===== src/rtl/scroll_sequencer.sv =====
`default_nettype none
// ============================================================================
// Module      : scroll_sequencer
// Description : Scroll-position generator for the sliding text display.
//               Produces the start character offset into the selected
//               message, the registered message select for the datapath MUX,
//               and step/wrap strobes. Supports a programmable step rate,
//               scroll direction, single-stepping while paused and a clean
//               restart whenever the requested message changes.
// Ports       : clk          system clock, all logic on the rising edge
//               rst          synchronous active-high reset
//               scroll_en    1 = free-running scroll, 0 = paused
//               sel_student  requested message (0 = A, 1 = B)
//               msg_len_a    character count of message A (0 = empty)
//               msg_len_b    character count of message B (0 = empty)
//               speed        rate select, step period = STEP_BASE >> speed
//               dir          0 = offset increments, 1 = offset decrements
//               step_pulse   single-cycle advance request while paused
//               offset       current start character index
//               msg_sel      registered message select
//               step_tick    1-cycle strobe with each new offset
//               wrap         1-cycle strobe when an advance wraps around
// Revision    : 1.0 - initial release
// ============================================================================
module scroll_sequencer #(
    parameter int unsigned STEP_BASE = 25_000_000,
    parameter int unsigned LEN_W     = 5
) (
    input  logic             clk,
    input  logic             rst,
    input  logic             scroll_en,
    input  logic             sel_student,
    input  logic [LEN_W-1:0] msg_len_a,
    input  logic [LEN_W-1:0] msg_len_b,
    input  logic [1:0]       speed,
    input  logic             dir,
    input  logic             step_pulse,
    output logic [LEN_W-1:0] offset,
    output logic             msg_sel,
    output logic             step_tick,
    output logic             wrap
);

    // Prescaler only has to hold values up to STEP_BASE-1.
    localparam int unsigned C_CNT_W = (STEP_BASE > 1) ? $clog2(STEP_BASE) : 1;
    localparam logic [C_CNT_W-1:0] C_CNT_ONE = 1;
    localparam logic [LEN_W-1:0]   C_LEN_ONE = 1;

    typedef enum logic [1:0] {
        ST_HOLD   = 2'd0,
        ST_RUN    = 2'd1,
        ST_SWITCH = 2'd2
    } state_t;

    state_t               r_state;
    logic [C_CNT_W-1:0]   r_cnt;

    state_t               w_nxt_state;
    logic [C_CNT_W-1:0]   w_nxt_cnt;
    logic [LEN_W-1:0]     w_nxt_offset;
    logic                 w_nxt_sel;
    logic                 w_nxt_tick;
    logic                 w_nxt_wrap;
    logic                 w_adv_req;

    logic [31:0]          w_period_m1;
    logic [31:0]          w_cnt_ext;
    logic                 w_terminal;

    logic [LEN_W-1:0]     w_len;
    logic [LEN_W-1:0]     w_len_m1;
    logic                 w_out_of_range;
    logic [LEN_W-1:0]     w_adv_offset;
    logic                 w_adv_wrap;

    // ------------------------------------------------------------------
    // Prescaler terminal detection. Using >= rather than == means a speed
    // increase that leaves cnt beyond the new period fires immediately
    // instead of running the counter all the way round.
    // ------------------------------------------------------------------
    assign w_period_m1 = (32'(STEP_BASE) >> speed) - 32'd1;
    assign w_cnt_ext   = 32'(r_cnt);
    assign w_terminal  = (w_cnt_ext >= w_period_m1);

    // ------------------------------------------------------------------
    // Length of the message currently on the datapath and the candidate
    // offset for an advance in either direction.
    // ------------------------------------------------------------------
    assign w_len          = msg_sel ? msg_len_b : msg_len_a;
    assign w_len_m1       = w_len - C_LEN_ONE;
    // Also true for an empty message, which pins the offset at 0 and
    // suppresses every advance and strobe.
    assign w_out_of_range = (offset >= w_len);

    always_comb begin
        w_adv_offset = offset;
        w_adv_wrap   = 1'b0;
        if (!dir) begin
            if (offset == w_len_m1) begin
                w_adv_offset = '0;
                w_adv_wrap   = 1'b1;
            end else begin
                w_adv_offset = offset + C_LEN_ONE;
            end
        end else begin
            if (offset == '0) begin
                w_adv_offset = w_len_m1;
                w_adv_wrap   = 1'b1;
            end else begin
                w_adv_offset = offset - C_LEN_ONE;
            end
        end
    end

    // ------------------------------------------------------------------
    // Next-state and next-output logic.
    // ------------------------------------------------------------------
    always_comb begin
        w_nxt_state  = r_state;
        w_nxt_cnt    = r_cnt;
        w_nxt_offset = offset;
        w_nxt_sel    = msg_sel;
        w_nxt_tick   = 1'b0;
        w_nxt_wrap   = 1'b0;
        w_adv_req    = 1'b0;

        case (r_state)
            ST_SWITCH: begin
                // The new select is loaded here, so the message-change check
                // is not applied in this state; a further toggle of
                // sel_student is caught on the following cycle.
                w_nxt_sel   = sel_student;
                w_nxt_cnt   = '0;
                w_nxt_state = scroll_en ? ST_RUN : ST_HOLD;
            end
            ST_RUN: begin
                if (sel_student != msg_sel) begin
                    w_nxt_state = ST_SWITCH;
                end else begin
                    // A terminal count still advances even when scroll_en
                    // drops in the same cycle.
                    if (w_terminal) begin
                        w_adv_req = 1'b1;
                        w_nxt_cnt = '0;
                    end else if (scroll_en) begin
                        w_nxt_cnt = r_cnt + C_CNT_ONE;
                    end
                    if (!scroll_en) begin
                        w_nxt_state = ST_HOLD;
                    end
                end
            end
            default: begin
                // HOLD: cnt is frozen so a resume keeps the step phase.
                if (sel_student != msg_sel) begin
                    w_nxt_state = ST_SWITCH;
                end else if (scroll_en) begin
                    w_nxt_state = ST_RUN;
                end else if (step_pulse) begin
                    w_adv_req = 1'b1;
                end
            end
        endcase

        if (r_state == ST_SWITCH || w_out_of_range) begin
            w_nxt_offset = '0;
        end else if (w_adv_req) begin
            w_nxt_offset = w_adv_offset;
            w_nxt_tick   = 1'b1;
            w_nxt_wrap   = w_adv_wrap;
        end
    end

    // ------------------------------------------------------------------
    // State and output registers.
    // ------------------------------------------------------------------
    always_ff @(posedge clk) begin
        if (rst) begin
            r_state   <= ST_HOLD;
            r_cnt     <= '0;
            offset    <= '0;
            msg_sel   <= 1'b0;
            step_tick <= 1'b0;
            wrap      <= 1'b0;
        end else begin
            r_state   <= w_nxt_state;
            r_cnt     <= w_nxt_cnt;
            offset    <= w_nxt_offset;
            msg_sel   <= w_nxt_sel;
            step_tick <= w_nxt_tick;
            wrap      <= w_nxt_wrap;
        end
    end

endmodule
`default_nettype wire


===== config.mk =====
export PLATFORM = sky130hd
export DESIGN_NAME = scroll_sequencer
export DESIGN_NICKNAME = d
export VERILOG_FILES = /design/src/rtl/scroll_sequencer.sv
export SDC_FILE = /design/constraint.sdc
export NUM_CORES = 1
export LEC_CHECK = 0
export BUFFER_PORTS_ARGS = -buffer_cell sky130_fd_sc_hd__buf_2
export CAP_MARGIN = 25
export CORE_ASPECT_RATIO = 0.7
export CORE_MARGIN = 2
export CORE_UTILIZATION = 40
export DETAILED_ROUTE_END_ITERATION = 16
export HOLD_SLACK_MARGIN = 0.1
export PLACE_DENSITY = 0.61
export SYNTH_ARGS = -nofsm -noshare
export SYNTH_HDL_FRONTEND = slang
export SYNTH_SLANG_ARGS = --single-unit

===== constraint.sdc =====
create_clock -name clk -period 5.5 [get_ports clk]
set_input_delay 0.275 -clock clk [delete_from_list [all_inputs] [get_ports clk]]
set_output_delay 0.275 -clock clk [all_outputs]
set_load 0.05 [all_outputs]

==> reports/results.tsv <==
metric	value	unit
grt_max_degree	30	
start_util	41.5	%
place_area	0.00300	mm^2
yosysUniqueCellTypes	53	
drive_gt1_share	9.69	%
grt_pass1_wl	12.4	mm
ir_drop	0.141	mV
grt_pass1_vias	2416	
use_met3	3.24	%
worst_ep_required_time	5.67	ns
dpl.hpwl	5.67	mm
critPathMaxFanout	10	
tightest_slew	0.685	ns
syn_to_final_growth	9.76	%
synth_top_area_cell	dfxtp_1	
busiest_layer	met1	
synth_area_leaders	dfxtp_1, ha_1, a21oi_1	
synth_cells	362	
synth_area_per_cell	7.75	um^2
drv_cap	0	
finalClockSkew	0.00437	ns
slew-limit-headroom	53.9	%
io_buffers	25	
grtUsageTotal	20.2	%
clkSlewWorstSetupHoldPaths	0.07	ns
power.leakage	0.00123	uW
postLayoutCellArea	0.00308	mm^2
drt-pass1-iter-count	4	
powerDensity	220	mW/mm^2
cts_buffers	5	
finalPower	677	uW
seq_area_frac_synth	25.0	%
diodes	0	
gr-usage-met1	32.2	%
synth-seq-cells	35	
grt_overflow	0	
clk_latency	0.29	ns
post_cts_resized	0	
start_kind	flip-flop	
h-tree-depth	2	
synth_top_area_share	25.0	%
die_x	104	um
synth_area	0.00281	mm^2
gp_congestion	0.917	
cts_setup_buffers	0	
hold_path_class	in2reg	
synth_warnings	0	
timing.fmax	0.326	GHz
critPathArrivalTime	3.23	ns
wirelength	7.49	mm
viasPerCell	5.74	
fin_crit	3.07	ns
synth_edf_count	0	
tns	0	ns
finalMaxSlewViolations	0	
ys.flop_type	dfxtp_1	
grt_setup_unrepaired	false	
drc	0	
core-area	0.00676	mm^2
ant_nets	0	
drtIter0Drc	239	
status	complete, no violations	
cts-hold-fix-buffers	0	
ctsRootBufferMaster	clkbuf_8	
gr-usage-met2	28.7	%
cts_tree	yes	
boundaryPins	26	
fin_nets	430	
synth_most_common_cell	a21oi_1	
die-height	74.1	um
hold_viol	0	
netlist_top_cells_count	a21oi_1, dfxtp_1, ha_1, nor2_1, o21ai_0	
setup_viol	0	
row_count	25	
vias	2734	
dieArea	0.00771	mm^2
cp-end-kind	flip-flop	
fin_crit_sh	55.8	%
path_class	reg2reg	
async_reset_ff_share	0	%
wl_per_cell	15.7	um
clk_path_buf_depth	2	
cts_sinks	35	
finish.utilization	45.6	%
antenna_found_initial	0	
[critical path, cell delays in order, from the launching register on]
cell	delay, ns
dfxtp_1	0.60
mux2i_1	0.52
ha_1	0.36
xnor2_1	0.15
nor3b_1	0.19
mux2i_1	0.13
o31ai_1	0.59
nor2b_1	0.11
o21ai_0	0.21
a21oi_1	0.09
[cells in the final DEF, fill, tap and decap left out, types with 7 or more instances in the layout]
master / instances
xor2_1: 9
a211oi_1: 8
a21oi_1: 37
nand3_1: 12
nand2_1: 26
nor2_1: 28
ha_1: 31
nor3_1: 12
o21ai_0: 27
nor2b_1: 7
mux2i_1: 7
dfxtp_1: 35
inv_1: 18
buf_2: 25
or3_1: 7
[sequential cells by signal (all words and copies together) (netlist names)]
name,flops
offset,5
r_state,2
wrap,1
msg_sel,1
step_tick,1
r_cnt,25
[cell type report]
| cell class | count | area (um^2) |
|---|---|---|
| tap | 94 | 118 |
| fill | 715 | 3680 |
| timing repair buffer | 27 | 140 |
| clock buffer | 7 | 76.3 |
| multi-input combinational | 294 | 1970 |
| clock inverter | 1 | 5.00 |
| inverter | 18 | 67.6 |
| sequential | 35 | 701 |
[report_power, final]
part / switching (uW) / internal (uW)
Clock: 95.4 / 89.0
Combinational: 145 / 75.4
Sequential: 11.1 / 260
Total: 252 / 425
[final timing paths]
check / start / end / slack [ns] / depth (start not counted)
max: msg_sel$_SDFFE_PP0P_ / offset[4]$_SDFFE_PP0P_ / 2.43 / 9
min: sel_student / msg_sel$_SDFFE_PP0P_ / 0.26 / 3
max reg2reg: msg_sel$_SDFFE_PP0P_ / offset[4]$_SDFFE_PP0P_ / 2.43 / 9
min reg2reg: r_state[1]$_SDFFE_PP0P_ / r_state[1]$_SDFFE_PP0P_ / 0.48 / 2
[metal layers]
layer,up-vias,wire [um]
li1,1370,-
met1,1271,3980
met2,88,2960
met3,5,525
met4,0,32
met5,-,0
[cell families after synthesis]
logic type               synth area share [%]
flip-flops                               25.0
AO/OA/AOI/OAI                            23.1
other                                   0.268
XOR/XNOR                                 5.48
buffers and inverters                    4.86
multiplexers                             2.50
adder cells (fa/ha/maj)                  13.8
AND/OR/NAND/NOR                          25.0
[through the flow]
step	cells	setup WS, ns	hold slack (ns)
floorplan	363	2.58	0.354
global placement	468	2.41	0.462
detailed placement	468	2.32	0.473
CTS	476	2.43	0.258
global route	476	2.19	0.270
finish	476	2.43	0.255
Power figures use the tool's default switching activity.
